--- config.mk ---
export PLATFORM = sky130hd
export DESIGN_NAME = interval_meter_flat
export DESIGN_NICKNAME = d
export VERILOG_FILES = /design/src/rtl/interval_meter_if.sv /design/src/rtl/interval_meter.sv /design/src/flat_wrapper.sv
export SDC_FILE = /design/constraint.sdc
export NUM_CORES = 1
export LEC_CHECK = 0
export BUFFER_PORTS_ARGS = -buffer_cell sky130_fd_sc_hd__buf_4
export CAP_MARGIN = 25
export CORE_MARGIN = 2
export CORE_UTILIZATION = 52
export CTS_CLUSTER_SIZE = 8
export DETAILED_ROUTE_END_ITERATION = 6
export GPL_TIMING_DRIVEN = 0
export PLACE_DENSITY = 0.75
export SLEW_MARGIN = 10
export SYNTH_ARGS = -nofsm -noshare
export SYNTH_HDL_FRONTEND = slang
export SYNTH_SLANG_ARGS = --single-unit
--- constraint.sdc ---
create_clock -name clk -period 2.4 [get_ports clk]
set_input_delay 0.12 -clock clk [delete_from_list [all_inputs] [get_ports clk]]
set_output_delay 0.12 -clock clk [all_outputs]
set_load 0.02 [all_outputs]
--- src/rtl/interval_meter_if.sv ---
// Control and result bundle for interval_meter: async start/stop/clear levels
// in, captured interval and status flags out.
interface interval_meter_if #(
  parameter int C_COUNTER_WIDTH = 32
);
  logic                       start;
  logic                       stop;
  logic                       clear;
  logic [C_COUNTER_WIDTH-1:0] interval;
  logic                       valid;
  logic                       busy;
  logic                       overflow;

  modport master (
    output start, stop, clear,
    input  interval, valid, busy, overflow
  );

  modport slave (
    input  start, stop, clear,
    output interval, valid, busy, overflow
  );
endinterface

--- src/rtl/interval_meter.sv ---
// Counts clk cycles between a start edge and the next stop edge, holding the
// saturating result until a clear edge; all three inputs are asynchronous.
module interval_meter #(
  parameter int C_COUNTER_WIDTH = 32,
  parameter int C_SYNC_STAGES   = 2
) (
  input logic           clk,
  input logic           reset,
  interval_meter_if.slave bus
);

  typedef enum logic [1:0] {IDLE, COUNT, HOLD} state_t;

  localparam logic [C_COUNTER_WIDTH-1:0] COUNT_MAX = '1;

  logic [2:0] async_in;
  logic [2:0] pulse;
  logic       start_p;
  logic       stop_p;
  logic       clear_p;

  assign async_in = {bus.clear, bus.stop, bus.start};

  // Identical conditioning on every input keeps the pulse latency equal, so it
  // cancels out of the measured interval.
  genvar gi;
  generate
    for (gi = 0; gi < 3; gi++) begin : g_cond
      logic [C_SYNC_STAGES-1:0] sync_reg;
      logic                     prev_reg;

      always_ff @(posedge clk) begin
        if (reset) begin
          sync_reg <= '0;
          prev_reg <= 1'b0;
        end else begin
          sync_reg <= {sync_reg[C_SYNC_STAGES-2:0], async_in[gi]};
          prev_reg <= sync_reg[C_SYNC_STAGES-1];
        end
      end

      assign pulse[gi] = sync_reg[C_SYNC_STAGES-1] & ~prev_reg;
    end
  endgenerate

  assign start_p = pulse[0];
  assign stop_p  = pulse[1];
  assign clear_p = pulse[2];

  state_t                     state_reg, state_next;
  logic [C_COUNTER_WIDTH-1:0] count_reg, count_next;
  logic [C_COUNTER_WIDTH-1:0] interval_reg, interval_next;
  logic                       overflow_reg, overflow_next;

  always_ff @(posedge clk) begin
    if (reset) begin
      state_reg    <= IDLE;
      count_reg    <= '0;
      interval_reg <= '0;
      overflow_reg <= 1'b0;
    end else begin
      state_reg    <= state_next;
      count_reg    <= count_next;
      interval_reg <= interval_next;
      overflow_reg <= overflow_next;
    end
  end

  always_comb begin
    state_next    = state_reg;
    count_next    = count_reg;
    interval_next = interval_reg;
    overflow_next = overflow_reg;

    if (clear_p) begin
      state_next    = IDLE;
      count_next    = '0;
      interval_next = '0;
      overflow_next = 1'b0;
    end else begin
      unique case (state_reg)
        IDLE: begin
          if (start_p) begin
            state_next = COUNT;
            count_next = {{(C_COUNTER_WIDTH-1){1'b0}}, 1'b1};
          end
        end
        COUNT: begin
          if (stop_p) begin
            state_next    = HOLD;
            interval_next = count_reg;
          end else if (count_reg == COUNT_MAX) begin
            // Saturated: the count sticks and the flag records it.
            overflow_next = 1'b1;
          end else begin
            count_next = count_reg + 1'b1;
          end
        end
        HOLD: begin
        end
        default: begin
          state_next = IDLE;
        end
      endcase
    end
  end

  assign bus.busy     = (state_reg == COUNT);
  assign bus.valid    = (state_reg == HOLD);
  assign bus.interval = interval_reg;
  assign bus.overflow = overflow_reg;

endmodule

--- src/flat_wrapper.sv ---
// flat-port wrapper written by rule: the top's interface ports become plain ports
module interval_meter_flat 
#(
  parameter int C_COUNTER_WIDTH = 32,
  parameter int C_SYNC_STAGES   = 2
)
  (clk, reset, bus_start, bus_stop, bus_clear, bus_interval, bus_valid, bus_busy, bus_overflow);
  interval_meter_if #(.C_COUNTER_WIDTH(C_COUNTER_WIDTH)) bus_i ();
  input logic clk;
  input logic reset;
  input wire logic [$bits(bus_i.start)-1:0] bus_start;
  input wire logic [$bits(bus_i.stop)-1:0] bus_stop;
  input wire logic [$bits(bus_i.clear)-1:0] bus_clear;
  output wire logic [$bits(bus_i.interval)-1:0] bus_interval;
  output wire logic [$bits(bus_i.valid)-1:0] bus_valid;
  output wire logic [$bits(bus_i.busy)-1:0] bus_busy;
  output wire logic [$bits(bus_i.overflow)-1:0] bus_overflow;
  assign bus_i.start = bus_start;
  assign bus_i.stop = bus_stop;
  assign bus_i.clear = bus_clear;
  assign bus_interval = bus_i.interval;
  assign bus_valid = bus_i.valid;
  assign bus_busy = bus_i.busy;
  assign bus_overflow = bus_i.overflow;
  interval_meter #(.C_COUNTER_WIDTH(C_COUNTER_WIDTH), .C_SYNC_STAGES(C_SYNC_STAGES)) u_core (.clk(clk), .reset(reset), .bus(bus_i));
endmodule
## After elaboration in Yosys (flattened, before gate mapping)

Cells that the tools add are included.

| storage, ports and cells | value |
|---|---|
| flip-flop bits (word level) | 76 |
| input port bits | 5 |
| output and inout bits | 35 |
| logic and storage cells | 40 |

| cells by class | value |
|---|---|
| add/sub/neg operators | 1 |
| equal/unequal tests | 7 |
| mux-type cells | 7 |
| bitwise gates (word level) | 8 |
| reductions and logical operators | 7 |

Operators with widths:

| kind | count |
|---|---|
| two-way mux 32 bit | 3 |
| one-hot mux 32 bit (2 select lines) | 1 |
| adder 32 x 1 -> 32 bit (second input constant) | 1 |
| == test 32 bit (second input constant) | 1 |
| one-hot mux 2 bit (3 select lines) | 1 |
| AND reduction 3 bit | 2 |
| inverter 1 bit | 5 |
| two-way mux 2 bit | 2 |
| inequality test 2 x 1 -> 1 bit (second input constant) | 2 |
| inequality test 2 bit (second input constant) | 2 |
| AND reduction 4 bit | 1 |
| bitwise AND 1 bit | 3 |
| == test 2 x 1 -> 1 bit (second input constant) | 1 |
| == test 2 bit (second input constant) | 1 |
| logical NOT 2 bit | 1 |
| AND reduction 2 bit | 1 |
| nonzero test 2 bit | 1 |
| OR reduction 2 bit | 1 |

## Longest topological paths before layout

Gate-level depths: netlist of the first run.

| depth | value |
|---|---|
| word-level depth | 4 |
| depth in mapped cells | 8 |
| mapped depth without buffers | 6 |

## Worst setup path before layout of the first run

No wires, ideal clock.

| timing | value |
|---|---|
| kind | reg2reg |
| start point | register u_core.count_reg[1] |
| end point | register u_core.count_reg[17] |
| setup time | 117 ps |
| arrival | 2,161 ps |
| data required time | 2,283 ps |
| path slack | 122 ps |
| stages on the path, launching flop included | 8 |
| buffers on the path | 1 |
| clock period less this slack | 2,278 ps |
| path through | dfxtp_1 ha_1 nand3_2 or4_1 buf_2 or3_4 and4_4 o22a_1 |

| between the ends | value |
|---|---|
| cells in the longest elaborated chain, start to end | 4 |
| elaborated cells on any way between the ends | 7 |
| classes of those cells | add/sub: 1; eq/ne: 2; mux: 3; reduce/logical: 1 |

RTL lines:

| element | RTL line | text |
|---|---|---|
| start: declaration | interval_meter.sv:51 | `logic [C_COUNTER_WIDTH-1:0] count_reg, count_next;` |
| start signal: assignment | interval_meter.sv:63 | `count_reg <= count_next;` |
| adder 32 x 1 -> 32 bit | interval_meter.sv:96 | `count_next = count_reg + 1'b1;` |
| two-way mux 32 bit | interval_meter.sv:92 | `end else if (count_reg == COUNT_MAX) begin` |
| two-way mux 32 bit | interval_meter.sv:89 | `if (stop_p) begin` |
| one-hot mux 32 bit (2 select lines) | interval_meter.sv:81 | `unique case (state_reg)` |

Several ways; a longest one is shown, not always the timed one. The select of a mux whose other input is x is not followed.
A chain may end at the register's enable or synchronous reset.

## Worst setup path in the final report of the first run

Ends and elaborated chain as after synthesis.

==> impl_metrics.toml, run 1 <==
[timing]
skew_ns = 0.00842
rsz0062_at_grt = "no"
hold_slack_ns = 0.200
final.min_clock_period_ns = 2.31
timing.slew.headroom_pct = 50.7
fmax_mhz = 433
hold_viol_final = 0
worstMarginPinSlew_ns = 0.735
setup_viol = 0
timing.final.crit_share_pct = 96.2
maxSlewViolCount = 0
finalSetupTns_ns = 0

[clocking]
clk_pin_slew_worst_paths_ns = 0.08
clkSinkCount = 76
h-tree-depth = 3
tritoncts = "done"
numCtsBuffers = 9
worstSkewPairLatency_ns = 0.35
cts_buffer_depth = 2
cts-root-buf = "clkbuf_8"

[final_layout]
drive_gt1_share_pct = 17.7
area_delta_synth_final_pct = 20.8
insertedDiodeCount = 0
nets = 486
finalNonFillerCells = 562

[status]
status = "complete, no violations"

[yosys]
synth_seq_cells = 76
syn-num-nets = 430
synth_async_sr_flop_share_pct = 0
synth_flop_cell = "dfxtp_1"
synth_area_sq_um = 3400
synth_top_area_share_pct = 44.7
yosysTopAreaCell = "dfxtp_1"
synth.most_common_cell = "nand2_1"
yosys-top-cells-area = "dfxtp_1, nand2_1, a21oi_1"
synthTopCellsByCount = "nand2_1, dfxtp_1, a21oi_1, nand3_1, nor2_1"
synth-edff-count = 0
postSynthCellCount = 424
syn_area_per_cell_sq_um = 8.03
seq_area_frac_synth_pct = 44.7
yosysWarnings = 0
yosysUniqueCellTypes = 52

[grt]
grt.overflow.total = 0
grt_pass1_vias = 3151
grt_pass1_wl_um = 15200
grt_max_degree = 13
antenna_found_initial = 0
track_usage_pct = 26.5

[pwr]
p_per_area_nw_per_um2 = 586
vdd_drop_max_mv = 0.493
total_power_mw = 2.41
p_leak_nw = 1.48

[die]
floorplan.core_area_sq_um = 6350
die_w_um = 84.9
initial_utilization_pct = 53.6
fp.dieArea_sq_um = 7210
io_pins = 40
die_h_um = 84.9
placementRows = 29

[drt]
wl_per_cell_um = 16.6
drt-vias-per-instance = 6.09
dr_total_vias = 3421
route.detailed.drc = 0
dr.pass1.iters = 6
antenna_left = 0
wirelength_um = 9340
drt_iter0_markers = 289

[placement]
port_buffers = 39
dp_hpwl_um = 6140
dp.cells = 541
globalplace.congestion = 0.935

[critical_path]
path_class = "flop to flop"
start_kind = "flop"
cp-end-kind = "flop"
path_max_fanout = 8
required_ns = 2.65
crit_arrival_ns = 2.56

[worst_hold_path]
hold_class = "input port to flop"

[flow_run]
drv_cap = 0
-- power breakdown --
part | internal, mW | leakage (nW) | switching [mW]
sequential | 1.27 | 0.615 | 0.00823
clock | 0.530 | 0.109 | 0.475
combinational | 0.0429 | 0.759 | 0.0843
-- per-stage QoR --
stage          setup slack, ns  utilization, %  area [sq um]
6_report                0.0903            64.8          4110
3_3_place_gp            -0.359            59.7          3790
4_1_cts                0.00358            63.9          4060
5_1_grt                 0.0173            64.8          4110
2_1_floorplan            0.122               -          3400
3_5_place_dp            -0.210            59.9          3800
-- layer usage --
metal | global-route usage (%) | part of all wire (%) | wire length, um
met1 | 33.7 | 43 | 4020
met2 | 42.8 | 47 | 4380
met3 | 4.86 | 6.4 | 600
met4 | 14.1 | 3.5 | 329
met5 | 0 | 0 | 0
-- path summary, 6_finish.rpt --
kind / start / to / slack [ns] / cells after the start
max reg2reg: u_core.count_reg[1]$_SDFFE_PP0P_ / u_core.count_reg[17]$_SDFFE_PP0P_ / 0.09 / 7
min reg2reg: u_core.g_cond[0].sync_reg[0]$_SDFF_PP0_ / u_core.g_cond[0].sync_reg[1]$_SDFF_PP0_ / 0.44 / 1
min: reset / u_core.count_reg[25]$_SDFFE_PP0P_ / 0.20 / 4
max: u_core.count_reg[1]$_SDFFE_PP0P_ / u_core.count_reg[17]$_SDFFE_PP0P_ / 0.09 / 7
-- area by class of cell --
| cell class | instances | area (sq um) |
|---|---|---|
| buffer | 26 | 126 |
| inverter | 3 | 11.3 |
| tap | 77 | 96.3 |
| multi-input combinational | 318 | 1800 |
| sequential | 76 | 1530 |
| timing repair buffer | 46 | 353 |
| clock inverter | 5 | 50.0 |
| fill | 558 | 2240 |
| clock buffer | 11 | 151 |
-- worst max-delay path: stages, from the launching register on --
cell	delay [ns]
dfxtp_4	0.41
ha_4	0.16
nand3_2	0.10
or4_1	0.54
buf_4	0.19
or3_4	0.42
and4_4	0.19
o22a_1	0.19
-- cell families after synthesis --
logic type,count (synthesis),synth area share (%)
muxes,5,1.51
DFF,76,44.7
buffers and inverters,30,3.86
and+or+nand+nor,213,30.7
adders and majority gates,1,0.367
AOI/OAI and AO/OA,99,18.9
-- layout by cell type (no fill, tap or decap), drive strengths merged, types with 4 or more instances in the layout --
master,instances
nand2,92
dfxtp,76
buf,53
a21oi,40
nand3,29
clkbuf,26
nor2,18
nand4,15
nor3,14
nor2b,12
a31oi,10
o21ai,9
nor4,9
and3,8
o31ai,8
o21a,6
mux2i,4
o22ai,4
clkinv,4
-- repair_timing --
item	in CTS	in global routing
hold buffers	3	0
buffers inserted	1	1
pin swaps	1	1
cloned	0	0
endpoints found under the setup margin	31	25
endpoints found under the hold margin	3	0
resized for setup	5	11
No activity file was read; power rests on OpenSTA's default activity.
==> inputs of run 2 (changes only) <==
Settings changed: CAP_MARGIN 25 to not set, RECOVER_POWER set to 50.
==> run 2 against run 1 <==
Compared with the run above: non-clock buffer count decreased by 3; die area unchanged; cell count decreased by 0.53%; design area decreased by 2.3%; worst setup slack got worse by 0.024 ns; global-route usage decreased by 0.24 points; routed wire length decreased by 0.87%; total power increased by 7.1%; critical path type unchanged.
==> impl_metrics.toml, run 2 (same netlist as run 1, synthesis figures left out) <==
[status]
status = "complete, no violations"

[grt]
grt_use_met3_pct = 5.06
use_met1_pct = 34.0
grt_max_degree = 14
grt_pass1_vias = 3152
busiest_layer = "met2"
track_usage_pct = 26.2
gr-usage-met2_pct = 41.7
antenna_found_initial = 0
grt.overflow.total = 0
grt_pass1_wl_um = 15000

[timing]
timing.slew.headroom_pct = 41.9
hold_slack_ns = 0.183
skew_ns = 0.00899
final.min_clock_period_ns = 2.33
setup_viol = 0
fmax_mhz = 429
timing.final.crit_share_pct = 97.2
rsz0062_at_grt = "no"
hold_viol_final = 0
worstMarginPinSlew_ns = 0.864
finalSetupTns_ns = 0
maxSlewViolCount = 0

[critical_path]
reg2regPathDepth = 7
cpMaxStageDelayCell = "or4_1"
cpPeakStageDelay_ns = 0.55
critPathLaunch = "u_core.count_reg[1]$_SDFFE_PP0P_"
cp-end-kind = "flop"
start_kind = "flop"
path_class = "flop to flop"
path_max_fanout = 8
r2r_start = "u_core.count_reg[1]$_SDFFE_PP0P_"
rr_endpoint = "u_core.count_reg[17]$_SDFFE_PP0P_"
required_ns = 2.66
crit_chain = "ha_4, nand3_2, or4_1, buf_4, or3_4, and4_4, o22a_1"
crit_arrival_ns = 2.59
reg2reg_slack_ns = 0.07

[placement]
dp_hpwl_um = 6140
globalplace.congestion = 0.935
port_buffers = 39
postPlaceCellArea_sq_um = 3790

[flow_run]
drv_cap = 0

[clocking]
clk_pin_slew_worst_paths_ns = 0.08
tritoncts = "done"
numCtsBuffers = 9
h-tree-depth = 3
worstSkewPairLatency_ns = 0.36
clkSinkCount = 76
cts_buffer_depth = 2
cts-root-buf = "clkbuf_8"

[final_layout]
drive_gt1_share_pct = 10.4
final_area_sq_um = 4020
layout_common_cells = "nand2_1, dfxtp_1, clkbuf_1, a21oi_1, nand3_1"
mostFrequentLayoutCell = "nand2_1"
nets = 483
area_delta_synth_final_pct = 18.0
insertedDiodeCount = 0

[die]
fp.dieArea_sq_um = 7210
placementRows = 29
die_h_um = 84.9
initial_utilization_pct = 53.6
die_w_um = 84.9
floorplan.core_area_sq_um = 6350
io_pins = 40

[drt]
route.detailed.drc = 0
antenna_left = 0
dr.pass1.iters = 5
dr_total_vias = 3388
wirelength_um = 9250
drt-vias-per-instance = 6.06
wl_per_cell_um = 16.6
drt_iter0_markers = 294

[worst_hold_path]
min-delay-start = "reset"
hold_class = "input port to flop"
hold_depth = 4
holdPathEnd = "u_core.count_reg[25]$_SDFFE_PP0P_"

[pwr]
p_per_area_nw_per_um2 = 642
total_power_mw = 2.58
p_leak_nw = 1.34
vdd_drop_max_mv = 0.422
-- run 2: critical path: cells and delay by family, from the launching register on --
family                   cells  cell delay [ns]
AO/OA/AOI/OAI                1             0.19
AND/OR/NAND/NOR              4             1.27
buffers and inverters        1             0.19
flip-flops                   1             0.41
adder cells (fa/ha/maj)      1             0.17
-- run 2: stage by stage --
step	setup WS, ns	cells	utilization, %
global route	0.00589	559	63.3
detailed placement	-0.358	540	59.7
finish	0.0666	559	63.3
floorplan	0.122	424	-
global placement	-0.359	540	59.7
CTS	0.0225	560	64.5
-- run 2: timing repair --
action	in CTS	in global routing
setup endpoints to repair	32	22
setup buffers	1	0
endpoints found under the hold margin	3	0
resized for setup	7	12
hold buffers	3	0
pin swaps	1	1
-- run 2: layout make-up --
type	count	area, sq um
clock inverter	7	115
multi-input combinational	318	1820
timing repair buffer	43	199
tap	77	96.3
buffer	26	126
inverter	3	11.3
fill	564	2330
sequential	76	1530
clock buffer	9	124
-- run 2: routing by layer --
layer  vias to the layer above  part of all wire (%)
li1                       1641                     -
met2                       142                    46
met5                         -                     0
met3                        33                   7.3
met4                         0                   3.1
met1                      1572                    44
-- run 2: worst max-delay path by stage --
stage                                        endpoint  cells after the start
floorplan           u_core.count_reg[17]$_SDFFE_PP0P_                      7
global placement    u_core.count_reg[30]$_SDFFE_PP0P_                      6
detailed placement  u_core.count_reg[30]$_SDFFE_PP0P_                      6
CTS                 u_core.count_reg[17]$_SDFFE_PP0P_                      7
global route        u_core.count_reg[17]$_SDFFE_PP0P_                      7
finish              u_core.count_reg[17]$_SDFFE_PP0P_                      7
-- run 2: power by group --
group | internal, mW | switching (mW)
registers | 1.27 | 0.00782
logic | 0.0417 | 0.0857
clock network | 0.686 | 0.489
total | 2.00 | 0.583
